`src/rtl/regfile_scoreboard.sv`:
```
// Integer register file with per-register busy scoreboard and stall generation.
// Optional same-cycle write-through on the read ports: define REGFILE_BYPASS_EN.
module regfile_scoreboard #(
  parameter int unsigned XLEN     = 32,
  parameter int unsigned NREGS    = 32,
  parameter int unsigned ZERO_REG = 1
) (
  input  logic            clk,
  input  logic            rst,
  input  logic [4:0]      rs1_addr,
  input  logic [4:0]      rs2_addr,
  input  logic            rs1_used,
  input  logic            rs2_used,
  output logic [XLEN-1:0] rd_data1,
  output logic [XLEN-1:0] rd_data2,
  output logic            busy1,
  output logic            busy2,
  output logic            stall,
  input  logic            issue_en,
  input  logic [4:0]      issue_rd,
  input  logic            wr_en,
  input  logic [4:0]      wr_addr,
  input  logic [XLEN-1:0] wr_data,
  input  logic            flush,
  output logic [5:0]      pending_cnt
);

  localparam int unsigned AW    = 5;
  localparam int unsigned NSLOT = 32;

  logic [XLEN-1:0]  w_regs [NSLOT];
  logic [NSLOT-1:0] w_busy;

  // Every 5-bit address owns a slot; slots that are not real storage read as 0/not-busy.
  for (genvar g = 0; g < NSLOT; g++) begin : g_slot
    if ((g < NREGS) && !((ZERO_REG != 0) && (g == 0))) begin : g_live
      localparam logic [AW-1:0] IDX = AW'(g);
      logic [XLEN-1:0] r_data;
      logic            r_busy;
      logic            w_wr_hit;
      logic            w_iss_hit;

      assign w_wr_hit  = wr_en && (wr_addr == IDX);
      assign w_iss_hit = issue_en && (issue_rd == IDX);

      // Flush beats issue; a fresh issue beats a coincident writeback clear.
      always_ff @(posedge clk or posedge rst) begin
        if (rst) begin
          r_data <= '0;
          r_busy <= 1'b0;
        end else begin
          if (w_wr_hit) begin
            r_data <= wr_data;
          end
          if (flush) begin
            r_busy <= 1'b0;
          end else if (w_iss_hit) begin
            r_busy <= 1'b1;
          end else if (w_wr_hit) begin
            r_busy <= 1'b0;
          end
        end
      end

      assign w_regs[g] = r_data;
      assign w_busy[g] = r_busy;
    end else begin : g_dead
      assign w_regs[g] = '0;
      assign w_busy[g] = 1'b0;
    end
  end

`ifdef REGFILE_BYPASS_EN
  logic w_wr_valid;

  // Reset forces zeros on the read ports, so write-through is suppressed during it.
  assign w_wr_valid = !rst && wr_en && ({1'b0, wr_addr} < 6'(NREGS))
                      && !((ZERO_REG != 0) && (wr_addr == '0));

  always_comb begin
    rd_data1 = w_regs[rs1_addr];
    busy1    = w_busy[rs1_addr];
    rd_data2 = w_regs[rs2_addr];
    busy2    = w_busy[rs2_addr];
    if (w_wr_valid && (wr_addr == rs1_addr)) begin
      rd_data1 = wr_data;
      busy1    = 1'b0;
    end
    if (w_wr_valid && (wr_addr == rs2_addr)) begin
      rd_data2 = wr_data;
      busy2    = 1'b0;
    end
  end
`else
  assign rd_data1 = w_regs[rs1_addr];
  assign busy1    = w_busy[rs1_addr];
  assign rd_data2 = w_regs[rs2_addr];
  assign busy2    = w_busy[rs2_addr];
`endif

  assign stall = (rs1_used && busy1) || (rs2_used && busy2);

  always_comb begin
    pending_cnt = '0;
    for (int i = 0; i < NSLOT; i++) begin
      pending_cnt = pending_cnt + 6'(w_busy[i]);
    end
  end

endmodule

```
`config.mk`:
```
export PLATFORM = sky130hd
export DESIGN_NAME = regfile_scoreboard
export DESIGN_NICKNAME = d
export VERILOG_FILES = /design/src/rtl/regfile_scoreboard.sv
export SDC_FILE = /design/constraint.sdc
export NUM_CORES = 2
export LEC_CHECK = 0
export CELL_PAD_IN_SITES_DETAIL_PLACEMENT = 2
export CELL_PAD_IN_SITES_GLOBAL_PLACEMENT = 2
export CORE_ASPECT_RATIO = 1.4
export CORE_UTILIZATION = 48
export DETAILED_ROUTE_END_ITERATION = 8
export GPL_TIMING_DRIVEN = 0
export PLACE_DENSITY = 0.91
export SETUP_SLACK_MARGIN = 0.15
export SLEW_MARGIN = 40
export SYNTH_ARGS = -nofsm -noshare
export SYNTH_HDL_FRONTEND = slang
export SYNTH_SLANG_ARGS = --single-unit
export TNS_END_PERCENT = 100
```
`constraint.sdc`:
```
create_clock -name clk -period 41.5 [get_ports clk]
set_clock_uncertainty 0.2 [all_clocks]
set_input_delay 8.3 -clock clk [delete_from_list [all_inputs] [get_ports clk]]
set_output_delay 8.3 -clock clk [all_outputs]
set_load 0.005 [all_outputs]
```
==> key figures <==
Outcome
  • Status: finished with violations
  • Violated checks: design-rule violations, max-capacitance violations, max-slew violations

Yosys
  • Syn Inst Count: 3,425
  • Dominant synthesized flop cell: dfrtp_1
  • Ranking of synthesized cells by area: dfrtp_1 46%, mux4_2 24%, mux2_2 23%, clkbuf_1 1.4%, a22o_1 1.0%
  • Synth unique cells: 41
  • Sequential cell area fraction in the yosys report: 0.462
  • Number of synthesized flops with an enable pin: 0
  • #FFs+latches synth: 1,023
  • Synth top area share: 0.462
  • Cell area after synthesis: 55,400 µm²
  • Leading area contributor after synthesis: dfrtp_1
  • Syn. warnings: 0
  • Mean post-synth cell area: 16.2 µm²
  • Post-synthesis async set-or-reset flop share: 1.00
  • Mapped Nets: 3,514

Global route
  • GRT met2 Usage: 0.731
  • First-pass GRT wire length: 398 mm
  • Number of global-route vias before repair: 46,700
  • Gr ovfl total: 0
  • GRT Total Usage: 0.498
  • GRT met1 Usage: 0.555
  • Largest net degree at the start of global routing: 81
  • Initial antenna violation count: 17
  • Busiest grt layer: met2
  • Met3 Resource Use GR: 0.197

CTS
  • Worst-Skew Late Latency: 0.75 ns
  • Hold buffers post-CTS: 0
  • CTS Buf Count: 106
  • TritonCTS Sinks: 1,023
  • CTS root buf: clkbuf_16
  • Post-CTS Setup Bufs: 0
  • Post_cts resized: 0
  • H-tree depth: 3
  • CTS Buffer Depth: 3
  • Clock-pin slew on the worst setup and hold paths: 0.07 ns
  • TritonCTS clock tree: yes

Worst setup path
  • Slowest CP cell: clkbuf_2
  • CP Max Fanout: 10
  • Peak per-stage delay on the critical path: 0.83 ns
  • Startpoint class of the critical path: input pin
  • Crit path capture type: primary output
  • WP data required: 33.00 ns
  • Data arrival, critical path: 12.99 ns
  • CP cell instances: clkdlybuf4s50_1, buf_2, clkbuf_1, clkbuf_2, mux4_2, mux4_2, mux2_2, clkdlybuf4s50_1
  • Critical path class: input pin to primary output

Placed design
  • Gpl congestion: 0.979
  • DP HPWL: 169 mm
  • Placement Setup Slack: 20.42 ns
  • # port buffers: 123

Timing
  • RSZ-0062 raised after global routing: false
  • Peak Freq: 46.5 MHz
  • Tightest Pin Transition: 1.53 ns
  • Hold Violations, Final: 0
  • Setup Viol. Count Final: 0
  • Fin worst setup slack: 20.01 ns
  • Final Cycle Share: 0.518
  • Max-slew headroom: -0.0187
  • Slew Limit Fails: 7
  • Final min period: 21.49 ns

Die
  • Die Width: 289 µm
  • Die Ht: 404 µm
  • Core footprint: 115,000 µm²
  • # IOs: 132
  • Die area: 117,000 µm²
  • # rows: 147
  • Starting Density: 0.483

Cells and area
  • Share of layout cells above drive strength 1: 0.572
  • Area delta synth->final: 13.8%
  • Fillcell total: 9,698
  • Finished Core Util: 0.550
  • Nets@finish: 3,762

Hold path
  • Min-delay worst type: flip-flop to flip-flop

Power and ir drop
  • PwrDens: 53.9 nW/µm²
  • Leak: 27.0 nW
  • VDD IR max: 0.0350 mV

Routing
  • DRC viols: 3
  • DRT Pass-1 Iters: 9
  • WL per Instance: 58.1 µm
  • Initial drt markers: 6,961
  • Final WL: 306 mm
  • Vias: 44,700
  • Vias per std cell: 8.47
  • Remaining antenna violation count: 0

Flow run
  • Max cap viols: 1
## synth_stat cells, types with 12 or more instances
master,n
buf_1,65
a22o_1,65
a22oi_1,16
inv_1,52
fa_1,23
mux4_2,588
mux2_2,1127
nor2b_1,12
nand2_1,26
nor2_1,37
clkbuf_1,213
buf_2,77
dfrtp_1,1023
## final timing paths
kind / from / cells after the start / slack (ns) / to
max in group asynchronous: rst / 6 / 31.19 / g_slot[20].g_live.r_data[27]
worst max-delay path: rs1_addr[1] / 8 / 20.01 / rd_data1[26]
min in group asynchronous: rst / 2 / 7.81 / g_slot[25].g_live.r_data[14]
worst max register to register: g_slot[21].g_live.r_busy / 3 / 40.08 / g_slot[21].g_live.r_busy
worst min-delay path: g_slot[21].g_live.r_data[5] / 1 / 0.34 / g_slot[21].g_live.r_data[5]
worst min register to register: g_slot[21].g_live.r_data[5] / 1 / 0.34 / g_slot[21].g_live.r_data[5]
## cell usage in the layout, fill, tap and decap left out, types with 29 or more instances in the layout
cell / instances
clkdlybuf4s50_1: 123
mux4_2: 588
dfrtp_1: 1023
clkbuf_2: 94
mux2_2: 1127
inv_1: 51
clkbuf_1: 150
buf_2: 125
a22o_1: 65
nor2_1: 29
clkbuf_16: 109
## registers in the layout, summed over array words and instances, names as in the netlist
name,cells
g_slot.g_live.r_busy,31
g_slot.g_live.r_data,992
## routing by layer
metal / share of wire / wire length, µm
met1: 0.31 / 96100
met2: 0.43 / 132000
met3: 0.13 / 40900
met4: 0.12 / 36600
met5: 0.00088 / 271
## through the flow
| stage | setup TNS [ns] | hold WS [ns] | std cells | instance area [µm²] | power [W] |
|---|---|---|---|---|---|
| floorplan | 0 | 0.291 | 3425 | 55400 | 0.00178 |
| CTS | 0 | 0.338 | 5254 | 62900 | 0.00327 |
| detailed placement | 0 | 0.312 | 5055 | 59100 | 0.00209 |
| global placement | -7964.56 | 0.298 | 5038 | 58500 | 0.00197 |
| global route | 0 | 0.353 | 5256 | 63000 | 0.00340 |
| finish | 0 | 0.337 | 5272 | 63000 | 0.00340 |
## final cells by class
cell class,instances,area [µm²],area share
Multi-Input combinational cell,1980,28000,0.445
Sequential cell,1023,25600,0.406
Clock buffer,153,3110,0.0494
Tap cell,1490,1860,0.0296
Buffer,370,1740,0.0276
Timing Repair Buffer,140,1660,0.0264
Clock inverter,46,713,0.0113
Inverter,52,203,0.00322
Antenna cell,18,45.0,0.000715
## where the power goes
part	internal, W	switching, W	total [W]	leakage (nW)
clock network	0.000630	0.000510	0.00114	1.88
logic	0.000426	0.000398	0.000825	12.0
registers	0.00119	0.000247	0.00143	13.1
## logic make-up after synthesis
kind of cell,Yosys count,share of synthesized area
mux,1719,0.469
flops,1023,0.462
buf+inv,422,0.0318
compound gates,117,0.0165
simple gates,111,0.00988
fa+ha+maj,30,0.00990
xor+xnor,3,0.000475
## critical path, delay by kind of cell
| family | cells | cell delay [ns] |
|---|---|---|
| mux | 3 | 1.31 |
| buf+inv | 5 | 3.34 |
Power figures use the tool's default switching activity.
